==> config.mk <==
export PLATFORM = sky130hd
export DESIGN_NAME = alu_share_arbiter
export DESIGN_NICKNAME = d
export VERILOG_FILES = /design/src/rtl/alu_share_arbiter.sv
export SDC_FILE = /design/constraint.sdc
export NUM_CORES = 1
export LEC_CHECK = 0
export CAP_MARGIN = 25
export CORE_MARGIN = 3
export CORE_UTILIZATION = 40
export CTS_CLUSTER_SIZE = 8
export DETAILED_ROUTE_END_ITERATION = 6
export GPL_TIMING_DRIVEN = 1
export HOLD_SLACK_MARGIN = 0.1
export PLACE_DENSITY = 0.83
export SLEW_MARGIN = 30
export SYNTH_ARGS = -nofsm -noshare
export SYNTH_HDL_FRONTEND = slang
export SYNTH_SLANG_ARGS = --single-unit
==> constraint.sdc <==
create_clock -name clk -period 1.3 [get_ports clk]
set_input_delay 0.26 -clock clk [delete_from_list [all_inputs] [get_ports clk]]
set_output_delay 0.26 -clock clk [all_outputs]
set_load 0.05 [all_outputs]
==> src/rtl/alu_share_arbiter.sv <==
// Round-robin arbiter/sequencer sharing one ALU (and its operand register)
// between two requesters. One operation in flight at a time; the result is
// captured after a fixed latency and returned with a done pulse to the owner.
module alu_share_arbiter #(
  parameter int unsigned n   = 4,
  parameter int unsigned LAT = 2
) (
  input  logic         clk,
  input  logic         reset,
  input  logic         req0,
  input  logic         req1,
  input  logic [n-1:0] a0,
  input  logic [n-1:0] b0,
  input  logic [n-1:0] mode0,
  input  logic [n-1:0] a1,
  input  logic [n-1:0] b1,
  input  logic [n-1:0] mode1,
  output logic         gnt0,
  output logic         gnt1,
  output logic         done0,
  output logic         done1,
  output logic [n-1:0] result,
  output logic [n-1:0] alu_in1,
  output logic [n-1:0] alu_in2,
  output logic [n-1:0] alu_mode,
  output logic         alu_load,
  input  logic [n-1:0] alu_result,
  output logic         busy
);

  localparam int unsigned cw = $clog2(LAT + 1);

  typedef enum logic {
    S_IDLE = 1'b0,
    S_WAIT = 1'b1
  } state_t;

  state_t          state_q, state_d;
  logic [cw-1:0]   cnt_q, cnt_d;
  logic            prio_q, prio_d;
  logic            owner_q, owner_d;
  logic            win;

  logic            gnt0_d, gnt1_d, done0_d, done1_d, alu_load_d, busy_d;
  logic [n-1:0]    result_d, alu_in1_d, alu_in2_d, alu_mode_d;

  // State, counter, pointer and all registered outputs
  always_ff @(posedge clk or posedge reset) begin
    if (reset) begin
      state_q  <= S_IDLE;
      cnt_q    <= '0;
      prio_q   <= 1'b0;
      owner_q  <= 1'b0;
      gnt0     <= 1'b0;
      gnt1     <= 1'b0;
      done0    <= 1'b0;
      done1    <= 1'b0;
      alu_load <= 1'b0;
      busy     <= 1'b0;
      result   <= '0;
      alu_in1  <= '0;
      alu_in2  <= '0;
      alu_mode <= '0;
    end else begin
      state_q  <= state_d;
      cnt_q    <= cnt_d;
      prio_q   <= prio_d;
      owner_q  <= owner_d;
      gnt0     <= gnt0_d;
      gnt1     <= gnt1_d;
      done0    <= done0_d;
      done1    <= done1_d;
      alu_load <= alu_load_d;
      busy     <= busy_d;
      result   <= result_d;
      alu_in1  <= alu_in1_d;
      alu_in2  <= alu_in2_d;
      alu_mode <= alu_mode_d;
    end
  end

  // Arbitration, latency countdown and next values of the registered outputs
  always_comb begin
    state_d    = state_q;
    cnt_d      = cnt_q;
    prio_d     = prio_q;
    owner_d    = owner_q;
    win        = 1'b0;
    gnt0_d     = 1'b0;
    gnt1_d     = 1'b0;
    done0_d    = 1'b0;
    done1_d    = 1'b0;
    alu_load_d = 1'b0;
    result_d   = result;
    alu_in1_d  = alu_in1;
    alu_in2_d  = alu_in2;
    alu_mode_d = alu_mode;

    case (state_q)
      S_IDLE: begin
        if (req0 || req1) begin
          // Pointer only matters on contention; a lone requester always wins
          win        = (req0 && req1) ? prio_q : req1;
          owner_d    = win;
          prio_d     = ~win;
          cnt_d      = cw'(LAT);
          alu_load_d = 1'b1;
          state_d    = S_WAIT;
          if (win) begin
            alu_in1_d  = a1;
            alu_in2_d  = b1;
            alu_mode_d = mode1;
            gnt1_d     = 1'b1;
          end else begin
            alu_in1_d  = a0;
            alu_in2_d  = b0;
            alu_mode_d = mode0;
            gnt0_d     = 1'b1;
          end
        end
      end
      S_WAIT: begin
        cnt_d = cnt_q - cw'(1);
        if (cnt_q == cw'(1)) begin
          result_d = alu_result;
          state_d  = S_IDLE;
          if (owner_q) done1_d = 1'b1;
          else         done0_d = 1'b1;
        end
      end
      default: state_d = S_IDLE;
    endcase

    busy_d = (state_d == S_WAIT);
  end

endmodule

==> flow_summary.toml <==
[global_routing]
grt_pass1_wl_um = 6072
first_global_vias = 1213
grt_use_total_pct = 23.69
overflow = 0
gr-usage-met1_pct = 28.67
grt_antenna_before_repair = 0
met2_usage_pct = 39.20
busiest_layer = "met2"
grt_max_degree = 15
use_met3_pct = 6.263

[timing]
setup_viol = 6
final_max_slew_viol_count = 0
post-route-period-util_pct = 104.4
fmax_ghz = 0.7365
fin_ws_ns = -0.05771
relSlewSlack_pct = 79.08
grt_setup_unrepaired = "true"
layout_min_cycle_time_ns = 1.358
final_hold_viol_count = 0
tightest_slew_ns = 0.3136
fin_skew_ns = 0.001588

[drt]
vias = 1124
drtAntennaViolNets = 0
drt_wl_total_um = 4153
vias_per_cell = 5.854
drc = 0
drt_first_pass_iters = 4
wl_per_cell_um = 21.63
drtIter0Drc = 35

[critical_path]
r2r_end = "alu_in1[2]"
path_class = "register to register"
critPathCaptureType = "register"
worstPathArrival_ns = 1.60
rr_worst_depth = 5
worstPathMaxFanout = 5
r2r_start = "state_q"
startpoint_type = "register"
worst_ep_required_time_ns = 1.54
rrSetupSlack_ns = -0.06

[synth]
synth.avg_cell_area_um2 = 11.66
ys_ff_latch = 26
yosysTopAreaCell = "dfrtp_1"
syn_nets = 133
synth_area_leaders = "dfrtp_1 56%, a2bb2oi_1 7.5%, a31oi_1 7.0%"
yosys.cell_count.top_type = "dfrtp_1"
synth.top_cell.area_share_pct = 55.79
synthFlopType = "dfrtp_1"
yosysSeqAreaShare_pct = 55.79
synth_area_um2 = 1166
synth_edf_count = 0
synth_warnings = 0
yosys-top-cells-count = "26 x dfrtp_1, 13 x a31oi_1, 11 x o21ai_1"
yosys.cell_types.count = 23
syn_inst = 100
async_reset_ff_share_pct = 100.0

[floorplanning]
start_util_pct = 44.64
io_pins = 54
die_y_um = 60.00
die_w_um = 60.00
rows = 18
die_area_um2 = 3599
core_area_um2 = 2613

[pwr]
p_total_uw = 5670
intPower_uw = 3162
pwr-share-seq_pct = 28.2
comb_power_share_pct = 64.3
p_sw_uw = 2508
power_density_nw_per_um2 = 2606
pwr-share-clk_pct = 7.5
swShare_pct = 44.24
ir_drop_mv = 2.548
leakagePower_uw = 0.0009098

[place]
port_buffers = 53
hpwl_um = 2822
gp_congestion = 0.7572
place_ws_ns = -0.2698
place_area_um2 = 1996

[clock_tree]
clockBufferDepth = 2
clkTransAtPathRegs_ns = 0.14
cts_made_buffers = 3
cts.sinks = 26
cts_tree = "done"
holdBufCountCts = 0
htree_levels = 1
clk_latency_ns = 0.34
cts_root_buf = "clkbuf_4"

[run]
max-cap-violations = 0

[layout]
fillers = 141
nets = 196
drive_gt1_share_pct = 39.51
syn2layout_area_growth_pct = 86.59
final_util_pct = 83.29
diodes = 0
fin_area_um2 = 2176

[run_status]
status = "complete, but fails checks"
failed_checks = "negative setup slack"

[hold_path]
hold_path.class = "primary input to asynchronous set/reset pin"
## how the worst max path moves through the flow
| stage | start | to | cells past startpoint |
|---|---|---|---|
| finish | state_q | alu_in1[2] | 5 |
| detailed placement | req0 | alu_mode[0] | 4 |
| global route | state_q | alu_in1[2] | 5 |
| global placement | req0 | alu_mode[3] | 4 |
| CTS | state_q | alu_mode[0] | 5 |
| floorplan | state_q | alu_in1[0] | 5 |
## cell type report
class / instances / area, um2 / area share (%)
Timing Repair Buffer: 66 / 872.1 / 40.08
Sequential cell: 26 / 651.9 / 29.96
Inverter: 6 / 23.77 / 1.093
Clock buffer: 4 / 36.28 / 1.668
Tap cell: 30 / 37.54 / 1.725
Multi-Input combinational cell: 60 / 554.3 / 25.47
## power groups by stage
| stage | Clock, uW | Sequential, uW | Combinational [uW] |
|---|---|---|---|
| global route | 461 | 1640 | 3780 |
| finish | 426 | 1600 | 3650 |
| global placement | 0 | 1570 | 3310 |
| floorplan | 0 | 2440 | 801 |
| CTS | 427 | 1570 | 3460 |
| detailed placement | 0 | 1590 | 3420 |
## layer usage
metal | up-vias | wire length (um)
li1 | 492 | -
met4 | 0 | 176
met3 | 16 | 276
met1 | 557 | 1475
met5 | - | 0
met2 | 59 | 2225
## through the flow
| stage | TNS, ns | std cells | hold slack (ns) |
|---|---|---|---|
| after floorplan | -0.1411 | 100 | 0.2999 |
| after global placement | -2.543 | 186 | 0.4378 |
| after detailed placement | -3.598 | 186 | 0.4305 |
| after CTS | -0.06488 | 191 | 0.2321 |
| after global routing | -0.5297 | 192 | 0.2363 |
| final | -0.1202 | 192 | 0.2303 |
## cells in the final DEF (no fill, tap or decap), drive strengths merged
cell type      Yosys  final
mux2               4      4
dfrtp             26     26
nor3               1      1
and2b              1      1
a31oi             13     13
clkinv             0      1
a2bb2oi           12     12
buf                7     35
o21bai             1      1
and3               1      1
inv                6      5
clkdlybuf4s50      0     31
ha                 1      1
nand2              4      4
nor2               2      2
nor4               1      1
clkbuf             1      4
o21ai             14     14
a21oi              4      4
nand2b             1      1
## cell families (layout without fill, tap and decap cells)
logic type | count (synthesis) | count (layout) | share of synthesized area, %
compound gates | 44 | 44 | 26.39
mux | 4 | 4 | 3.862
flops | 26 | 26 | 55.79
buf+inv | 14 | 76 | 7.938
simple gates | 11 | 11 | 4.936
fa+ha+maj | 1 | 1 | 1.073
## critical path: stages, from the launching register on
cell and delay, ns:
dfrtp_2 0.44, buf_4 0.16, o21bai_4 0.21, buf_4 0.18
a31oi_1 0.19, a2bb2oi_1 0.08
## flip-flops by register name, summed over array words and instances (netlist names)
register and count:
owner_q 1, gnt0 1, alu_in2 4, result 4
alu_in1 4, done0 1, alu_mode 4, prio_q 1
state_q 1, alu_load 1, gnt1 1, done1 1
cnt_q 2
## repair_timing
item	CTS	global route
endpoints found under the setup margin	5	17
buffers inserted	1	1
gates resized for setup	2	17
pin swaps	1	1
(Power assumes the default switching activity.)
